[src/rtl/count_fsm.sv]
`default_nettype none
// ============================================================================
//  Module      : count_fsm
//  Description : Free-running 3-bit sequence counter. After each reset
//                release it ramps once from 0 up to MAX_VAL. From then on it
//                loops WRAP_VAL..MAX_VAL until the next reset.
//
//  Parameters  : MAX_VAL  - terminal count; the next edge reloads WRAP_VAL
//                WRAP_VAL - reload value, lowest value of the steady loop
//                           (WRAP_VAL < MAX_VAL <= 7)
//  Ports       : clk      - sole clock, rising edge
//                rst      - synchronous, active-low reset
//                count    - current counter value, straight from a register
//
//  Revision    : 1.0 - initial release
// ============================================================================
module count_fsm #(
    parameter int MAX_VAL  = 7,
    parameter int WRAP_VAL = 3
) (
    input  logic       clk,
    input  logic       rst,
    output logic [2:0] count
);

    localparam logic [2:0] c_max_val  = 3'(MAX_VAL);
    localparam logic [2:0] c_wrap_val = 3'(WRAP_VAL);

    // The RESET / RAMP / LOOP phases are fully encoded by the count value
    // itself, so the count register is the only state in the block.
    logic [2:0] w_count_next;

    // Next-state decode. The reload at MAX_VAL happens before the +1 can
    // carry out of 3 bits, so the increment never wraps on its own.
    always_comb begin
        w_count_next = count + 3'd1;
        if (count == c_max_val) begin
            w_count_next = c_wrap_val;
        end
    end

    // State register. Reset is checked first so it overrides the terminal
    // reload when both land on the same edge.
    always_ff @(posedge clk) begin
        if (!rst) begin
            count <= 3'd0;
        end else begin
            count <= w_count_next;
        end
    end

endmodule
`default_nettype wire

[config.mk]
export PLATFORM = sky130hd
export DESIGN_NAME = count_fsm
export DESIGN_NICKNAME = d
export VERILOG_FILES = /design/src/rtl/count_fsm.sv
export SDC_FILE = /design/constraint.sdc
export NUM_CORES = 1
export LEC_CHECK = 0
export ABC_AREA = 1
export BUFFER_PORTS_ARGS = -buffer_cell sky130_fd_sc_hd__buf_2
export CORE_AREA = 4 4 41 43
export DETAILED_ROUTE_END_ITERATION = 16
export DIE_AREA = 0 0 45 47
export PLACE_DENSITY = 0.35
export SLEW_MARGIN = 25
export SYNTH_ARGS = -nofsm -noshare
export SYNTH_HDL_FRONTEND = slang
export SYNTH_SLANG_ARGS = --single-unit
[constraint.sdc]
create_clock -name clk -period 2.3 [get_ports clk]
set_clock_uncertainty 0.05 [all_clocks]
set_input_delay 0.23 -clock clk [delete_from_list [all_inputs] [get_ports clk]]
set_output_delay 0.23 -clock clk [all_outputs]
set_load 0.03 [all_outputs]
======== Word level (Yosys, flattened, before mapping) ========
Index checks and enable logic that the tools add are counted.
W data, S select, Z words.
operators by class
  multiplexer cells ....................... 1
  reductions and logical operators ........ 1
  bitwise operators ....................... 1
  equality and inequality tests ........... 1
  add/sub/neg operators ................... 1
operators with widths
  operator               count
  $add A3 B1 Y3 const B  1
  $eq A3 B3 Y1 const B   1
  $mux W2                1
  $reduce_or A2 Y1       1
  $not A1 Y1             1
storage, ports and cells
  output and inout bits ................... 3
  bits of input ports ..................... 2
  flip-flop bits (word level) ............. 3

======== Depth between registers and ports, before layout ========
Gate-level depths: netlist of run 1.
  depth in word-level cells ............... 2
  mapped depth ............................ 4
  mapped depth without buffers ............ 4

======== Least setup slack after synthesis of run 1 ========
Ideal clock, no wire load.
  kind .................................... reg-to-reg
  from .................................... reg count[0]
  to ...................................... reg count[2]
  data arrival time ....................... 1.024 ns
  buffers on the path ..................... 0
  library setup time ...................... 0.114 ns
  path slack .............................. 1.111 ns
  data required time ...................... 2.136 ns
  cell stages (with the launch flop) ...... 5
  path through ............................ dfxtp_1 > ha_1 > ha_1 > nand2_1 > nor2_1
on the way
  cells in the longest elaborated chain, start to end .. 2
RTL lines
  item                                                                   line  source
  from (decl)                                                            23    output logic [2:0] count
  from (signal assigned)                                                 48    count <= w_count_next;
  parallel branches: the longest is 2 deep, another holds $add A3 B1 Y3  n/a
Several ways; the timed one is not identified.
A chain may end at the register's enable or synchronous reset.

======== Final worst setup path of run 1 ========
  from .................................... reg count[0]
  to ...................................... out count[0]
No word-level cell between the ends.

==> results of run 1 <==
==> final timing paths <==
| check | start | to | cells after the start |
|---|---|---|---|
| setup / recovery | count[0] | count[0] | 1 |
| hold / removal | rst | count[2] | 3 |
| setup reg to reg | count[0] | count[2] | 4 |
| hold reg to reg | count[0] | count[0] | 1 |
==> per-layer routing <==
layer	GRT usage, %	vias to the layer above	part of all wire (%)
met5	0	-	0
met4	7.02	0	0
met3	4.60	0	18
met2	3.39	5	35
met1	2.71	43	46
li1	-	53	-
==> cells in the final DEF, fill, tap and decap left out <==
cell	Yosys	routed
sky130_fd_sc_hd__nor2_1	3	3
sky130_fd_sc_hd__clkbuf_1	0	1
sky130_fd_sc_hd__clkbuf_4	0	3
sky130_fd_sc_hd__ha_1	2	2
sky130_fd_sc_hd__buf_2	0	4
sky130_fd_sc_hd__dfxtp_1	3	3
sky130_fd_sc_hd__inv_1	2	2
sky130_fd_sc_hd__a21oi_2	1	1
sky130_fd_sc_hd__nand2_1	1	1
==> cell type report <==
| type | instances | share of cell area, % |
|---|---|---|
| Sequential cell | 3 | 33.1 |
| Multi-Input combinational cell | 7 | 26.9 |
| Timing Repair Buffer | 4 | 11.0 |
| Clock buffer | 4 | 14.5 |
| Inverter | 2 | 4.14 |
| Tap cell | 15 | 10.3 |
==> logic make-up after synthesis <==
group	Yosys count	share of synthesized area (%)
adders and majority gates	2	21.5
and+or+nand+nor	4	12.9
AOI/OAI and AO/OA	1	7.53
buffers and inverters	2	6.45
DFF	3	51.6
==> power by group <==
| part | switching (mW) | leakage (nW) | internal (mW) |
|---|---|---|---|
| combinational | 0.0150 | 0.0550 | 0.00734 |
| clock | 0.0278 | 0.0150 | 0.0651 |
| sequential | 0.00301 | 0.0248 | 0.0569 |
==> per-stage QoR <==
step	cells	setup WS [ps]	area, um2	hold WS [ps]	utilization (%)
floorplan	12	1110	116	294	-
global placement	31	1260	155	415	11.9
detailed placement	31	1240	155	424	11.9
CTS	35	1180	181	170	13.9
global route	35	1170	181	204	13.9
finish	35	1200	181	179	13.9
==> Implementation_results.wiki, run 1 <==
{| class="wikitable"
! Metric !! Value
|-
| Final Wtd Congestion || approximately 0.63
|-
| Register-to-Register Setup Slack || 1240 ps
|-
| Initial Utilization || a little under 9%
|-
| Number of nets in the synthesized netlist || 16
|-
| Maximum fanout count along the critical path || 3
|-
| Final period demand of the worst path || approximately 1100 ps
|-
| Final TNS setup || 0 ps
|-
| WL per Instance || between 7 and 8 um
|-
| Most used flip-flop cell after synthesis || sky130_fd_sc_hd__dfxtp_1
|-
| Flip-flop count of the largest register, all copies and words added || 3
|-
| Most frequent cells after synthesis || 3 x sky130_fd_sc_hd__dfxtp_1, 3 x sky130_fd_sc_hd__nor2_1, 2 x sky130_fd_sc_hd__ha_1, 2 x sky130_fd_sc_hd__inv_1
|-
| Post-CTS Repair Setup Buffers || 0
|-
| Largest net degree at the start of global routing || 4
|-
| Startpoint type of the worst setup path || flop
|-
| Summed instance area of the synthesized netlist || roughly 120 um2
|-
| Number of fillers in the final layout || 168
|-
| Cell Chain, Critical Path || buf_2
|-
| Leakage power total || ~0.095 nW
|-
| Largest registers || count: 3 flops
|-
| Clock insertion delay at the later pin of the skew report || 230 ps
|-
| Hold bufs inserted after CTS || 0
|-
| Number of vias in the routed layout || slightly above 100
|-
| RSZ-0062 raised after global routing || no
|-
| Cell chosen for the clock root || sky130_fd_sc_hd__clkbuf_4
|-
| Worst voltage drop across the vdd grid || approximately 0.17 mV
|-
| Worst min-delay path category || in2reg
|-
| Die height || around 47 um
|-
| Leading cell types by total area after synthesis || sky130_fd_sc_hd__dfxtp_1 52%, sky130_fd_sc_hd__ha_1 22%, sky130_fd_sc_hd__nor2_1 9.7%
|-
| CTS tree || built
|-
| Power density over the cells || between 900 and 1000 mW/mm2
|-
| Remaining antenna violation count after routing || 0
|-
| Number of warnings printed during yosys synthesis || 0
|-
| DRC violations left || 0
|-
| Die width || ~45 um
|-
| 1st-iter DRT viols || 1
|-
| Synthesized area per cell || 9.70 um2
|-
| Delay contributed by the slowest stage of the critical path || 370 ps
|-
| Net count, final || 25
|-
| Number of global-route vias before repair || approximately 110
|-
| Clk sinks || 3
|-
| Register bit total from synthesis || 3
|-
| Master of the slowest instance on the critical path || sky130_fd_sc_hd__dfxtp_1
|-
| Share of synthesized area occupied by flip-flops and latches || roughly half
|-
| Total of buffers placed on input and output ports || 4
|-
| Number of iterations in the first detailed-routing pass || 4
|-
| Critical Path AT || 820 ps
|-
| Family with the most delay on the worst path || flip-flops
|-
| Reg clk slew, reported paths || around 40 ps
|-
| Area growth from synthesis to layout || 55.9%
|-
| Number of diodes added for antenna fixing || 0
|-
| Critical setup path kind || reg2out
|-
| Result of the run || complete, no violations
|-
| Buffer and inverter count on the worst path || 1
|-
| Pins Over Slew Limit || 0
|-
| Residual overflow from global routing || 0
|-
| Top achievable clock speed || about 910 MHz
|-
| Quantity of gates resized following cts || 0
|-
| CTS Buffer Depth || 2
|-
| CP Data Required Time || 2020 ps
|-
| Number of setup violations in the final report || 0
|-
| Area share of the largest cell type after synthesis || roughly half
|-
| Via-to-Cell Ratio || between 2 and 3
|-
| Area taken by flip-flops and latches || about 60 um2
|-
| Synth area leader || sky130_fd_sc_hd__dfxtp_1
|-
| Number of buffers created by CTS || 3
|-
| Count of max-cap constraint violations || 0
|-
| Fraction of layout cells with a size suffix above 1 || between 40% and 50%
|-
| Worst rel slew slack || ~90%
|-
| Number of standard cells after synthesis || 12
|-
| Core region area || 0.00130 mm2
|-
| I/O pin total || 5
|-
| Area taken by multi-input logic gates || between 40 and 50 um2
|-
| GRT Total Usage || 3.79%
|-
| Unique cell type count in the Yosys netlist || 6
|-
| Register with the highest flop count || count
|-
| Wirelength, routed || around 250 um
|-
| # rows || 13
|-
| Final total power || 175 uW
|-
| Number of flops mapped to enable cells by yosys || 0
|-
| Number of antenna violations at the first check in global routing || 0
|-
| Wire length of the first global-routing pass || 407 um
|-
| Critical Path End Type || output port
|-
| FFs w/ async S/R, synth || 0%
|-
| Worst Max-Slew Pin Slew || approximately 160 ps
|-
| Total count of hold-check failures in the final report || 0
|-
| Maximum level of the CTS H-tree || 1
|-
| Die footprint || 0.00212 mm2
|-
| Fraction of the cycle the final worst path needs || a little under half
|}
No activity file was read; power rests on OpenSTA's default activity.
==> run 2, diff against run 1 <==
Settings changed: ABC_AREA 1 to 0.
Clock period 2.3 ns to 1 ns, I/O delays scaled along.
==> Implementation_results.wiki, run 2 <==
{| class="wikitable"
! Metric !! Value
|-
| Number of antenna violations at the first check in global routing || 0 (unchanged)
|-
| Worst-case hold slack || 62.8 ps (-116 ps)
|-
| Number of warnings printed during yosys synthesis || 0 (unchanged)
|-
| Hold bufs inserted after CTS || 0 (unchanged)
|-
| Leading cell types by total area after synthesis || sky130_fd_sc_hd__dfxtp_1 55%, sky130_fd_sc_hd__ha_1 23%, sky130_fd_sc_hd__a21boi_1 6.8%
|-
| Synth area leader || sky130_fd_sc_hd__dfxtp_1
|-
| Power density over the cells || 1920 mW/mm2 (+99%)
|-
| Number of iterations in the first detailed-routing pass || 2 (-2)
|-
| Result of the run || complete, no violations
|-
| Clk sinks || 3 (unchanged)
|-
| RSZ-0062 raised after global routing || yes
|-
| Area growth from synthesis to layout || 89.8%
|-
| Placed Instances || 28 (-9.7%)
|-
| Most frequent cells after synthesis || 3 x sky130_fd_sc_hd__dfxtp_1, 2 x sky130_fd_sc_hd__ha_1
|-
| Post-layout util || 16.1% (+2.1 points)
|-
| Register with the highest flop count || count
|-
| Critical setup path kind || reg2reg
|-
| Most numerous cell in the Yosys netlist || sky130_fd_sc_hd__dfxtp_1
|-
| Worst Max-Slew Pin Slew || 157 ps (+0.0733 ps)
|-
| CTS Buffer Depth || 2 (unchanged)
|-
| Unique cell type count in the Yosys netlist || 6 (unchanged)
|-
| Synthesized area per cell || 12.2 um2 (+26%)
|-
| Residual overflow from global routing || 0 (unchanged)
|-
| I/O pin total || 5 (unchanged)
|-
| Maximum level of the CTS H-tree || 1 (unchanged)
|-
| Core region area || 0.00130 mm2 (unchanged)
|-
| Via-to-Cell Ratio || 2.69 (-6.9%)
|-
| Area share of the largest cell type after synthesis || 54.5% (+2.9 points)
|-
| Worst rel slew slack || 89.6% (about the same)
|-
| Net count, final || 22 (-12%)
|-
| Number of diodes added for antenna fixing || 0 (unchanged)
|-
| Share of synthesized area occupied by flip-flops and latches || 54.5% (+2.9 points)
|-
| Worst voltage drop across the vdd grid || 0.824 mV (+400%)
|-
| Flip-flop count of the largest register, all copies and words added || 3 (unchanged)
|-
| Remaining antenna violation count after routing || 0 (unchanged)
|-
| Critical Path End Type || flop
|-
| Wire length of the first global-routing pass || 303 um (-26%)
|-
| DRC violations left || 0 (unchanged)
|-
| Most frequent standard cell in the layout excluding fill and tap cells || sky130_fd_sc_hd__buf_2
|-
| GRT Total Usage || 2.84% (-0.95 points)
|-
| FFs w/ async S/R, synth || 0% (unchanged)
|-
| Pins Over Slew Limit || 0 (unchanged)
|-
| Fin worst setup slack || 19.8 ps (-1180 ps)
|-
| Fraction of the cycle the final worst path needs || between 90% and 100%
|-
| Register bit total from synthesis || 3 (unchanged)
|-
| Number of global-route vias before repair || 73 (-32%)
|-
| # rows || 13 (unchanged)
|-
| Number of non-filler instances in the completed layout || 32 (-8.6%)
|-
| Number of buffers created by CTS || 3 (unchanged)
|-
| CTS tree || built
|-
| Cell chosen for the clock root || sky130_fd_sc_hd__clkbuf_4
|-
| Maximum fanout count along the critical path || 3 (unchanged)
|-
| Leakage power total || 0.0882 nW (-7.0%)
|-
| Largest net degree at the start of global routing || 4 (unchanged)
|-
| Post-CTS Repair Setup Buffers || 0 (unchanged)
|-
| Placed inst area || 183 um2 (+18%)
|-
| Reg clk slew, reported paths || 40 ps (about the same)
|-
| Summed instance area of the synthesized netlist || 110 um2 (-5.4%)
|-
| Top library cells by usage in the layout, fill and taps aside || 4 x sky130_fd_sc_hd__buf_2, 3 x sky130_fd_sc_hd__clkbuf_4, 2 x sky130_fd_sc_hd__ha_4, 2 x sky130_fd_sc_hd__dfxtp_4
|-
| Setup Slack @ Placement || -5.21 ps (-1250 ps)
|-
| Total count of hold-check failures in the final report || 0 (unchanged)
|-
| Number of flops mapped to enable cells by yosys || 0 (unchanged)
|-
| Final Wtd Congestion || 0.685 (+8.7%)
|-
| Count of max-cap constraint violations || 0 (unchanged)
|-
| Initial Utilization || 8.46% (-0.48 points)
|-
| WL per Instance || 6.97 um (-1.7%)
|-
| HPWL after detailed placement || around 180 um
|-
| Worst min-delay path category || in2reg
|-
| Die width || 45 um (unchanged)
|-
| Clock insertion delay at the later pin of the skew report || 230 ps (about the same)
|-
| Number of standard cells after synthesis || 9 (-3)
|-
| Design area || 209 um2 (+15%)
|-
| Die footprint || 0.00212 mm2 (unchanged)
|-
| Total of buffers placed on input and output ports || 4 (unchanged)
|-
| Largest registers || count: 3 flops
|-
| Number of nets in the synthesized netlist || 13 (-3)
|-
| Number of vias in the routed layout || 86 (-15%)
|-
| Die height || 47 um (unchanged)
|-
| Quantity of gates resized following cts || 0 (unchanged)
|-
| Most used flip-flop cell after synthesis || sky130_fd_sc_hd__dfxtp_1
|-
| Final total power || 402 uW (+130%)
|-
| Final period demand of the worst path || between 900 and 1000 ps
|-
| Startpoint type of the worst setup path || flop
|-
| CP Data Required Time || 1070 ps (-950 ps)
|-
| Critical Path AT || 1050 ps (+230 ps)
|-
| Final TNS setup || 0 ps (unchanged)
|-
| 1st-iter DRT viols || 3 (+2)
|-
| Fraction of layout cells with a size suffix above 1 || 70.6% (+31 points)
|-
| Wirelength, routed || 223 um (-10%)
|-
| Number of setup violations in the final report || 0 (unchanged)
|-
| Top achievable clock speed || just over 1000 MHz
|}
## run 2: timing repair
item                                    in CTS  in global routing
endpoints found under the setup margin       1                  1
pin swaps                                    2                  1
hold endpoints to repair                     0                  0
## run 2: worst max-delay path: stages (launching register included)
cell	delay [ps]
sky130_fd_sc_hd__dfxtp_4	340
sky130_fd_sc_hd__ha_4	160
sky130_fd_sc_hd__ha_4	190
sky130_fd_sc_hd__and3_1	130
## run 2: metal layers
| layer | up-vias | global-route usage, % | wire [um] |
|---|---|---|---|
| met5 | - | 0 | 0 |
| met4 | 0 | 1.75 | 0 |
| met3 | 0 | 5.75 | 27 |
| met2 | 4 | 2.26 | 79 |
| met1 | 35 | 2.26 | 116 |
| li1 | 47 | - | - |
## run 2: final timing paths
check / cells after the start / to / start / slack (ps)
max: 3 / count[2] / count[0] / 20
min: 2 / count[1] / rst / 60
max reg2reg: 3 / count[2] / count[0] / 20
min reg2reg: 1 / count[0] / count[0] / 400
## run 2: logic make-up after synthesis
family | synth area share (%)
flops | 54.5
compound gates | 13.6
fa+ha+maj | 22.7
buf+inv | 3.41
simple gates | 5.69
## run 2: layout make-up
| class | count | area, um2 |
|---|---|---|
| sequential | 3 | 68.8 |
| fill | 158 | 1090 |
| clock buffer | 4 | 26.3 |
| timing repair buffer | 4 | 20.0 |
| multi-input combinational | 5 | 71.3 |
| tap | 15 | 18.8 |
| inverter | 1 | 3.75 |
## run 2: power by group
group	internal (mW)	leakage (nW)	switching [mW]
Clock	0.149	0.0150	0.0571
Sequential	0.132	0.0264	0.0107
Combinational	0.0212	0.0468	0.0316
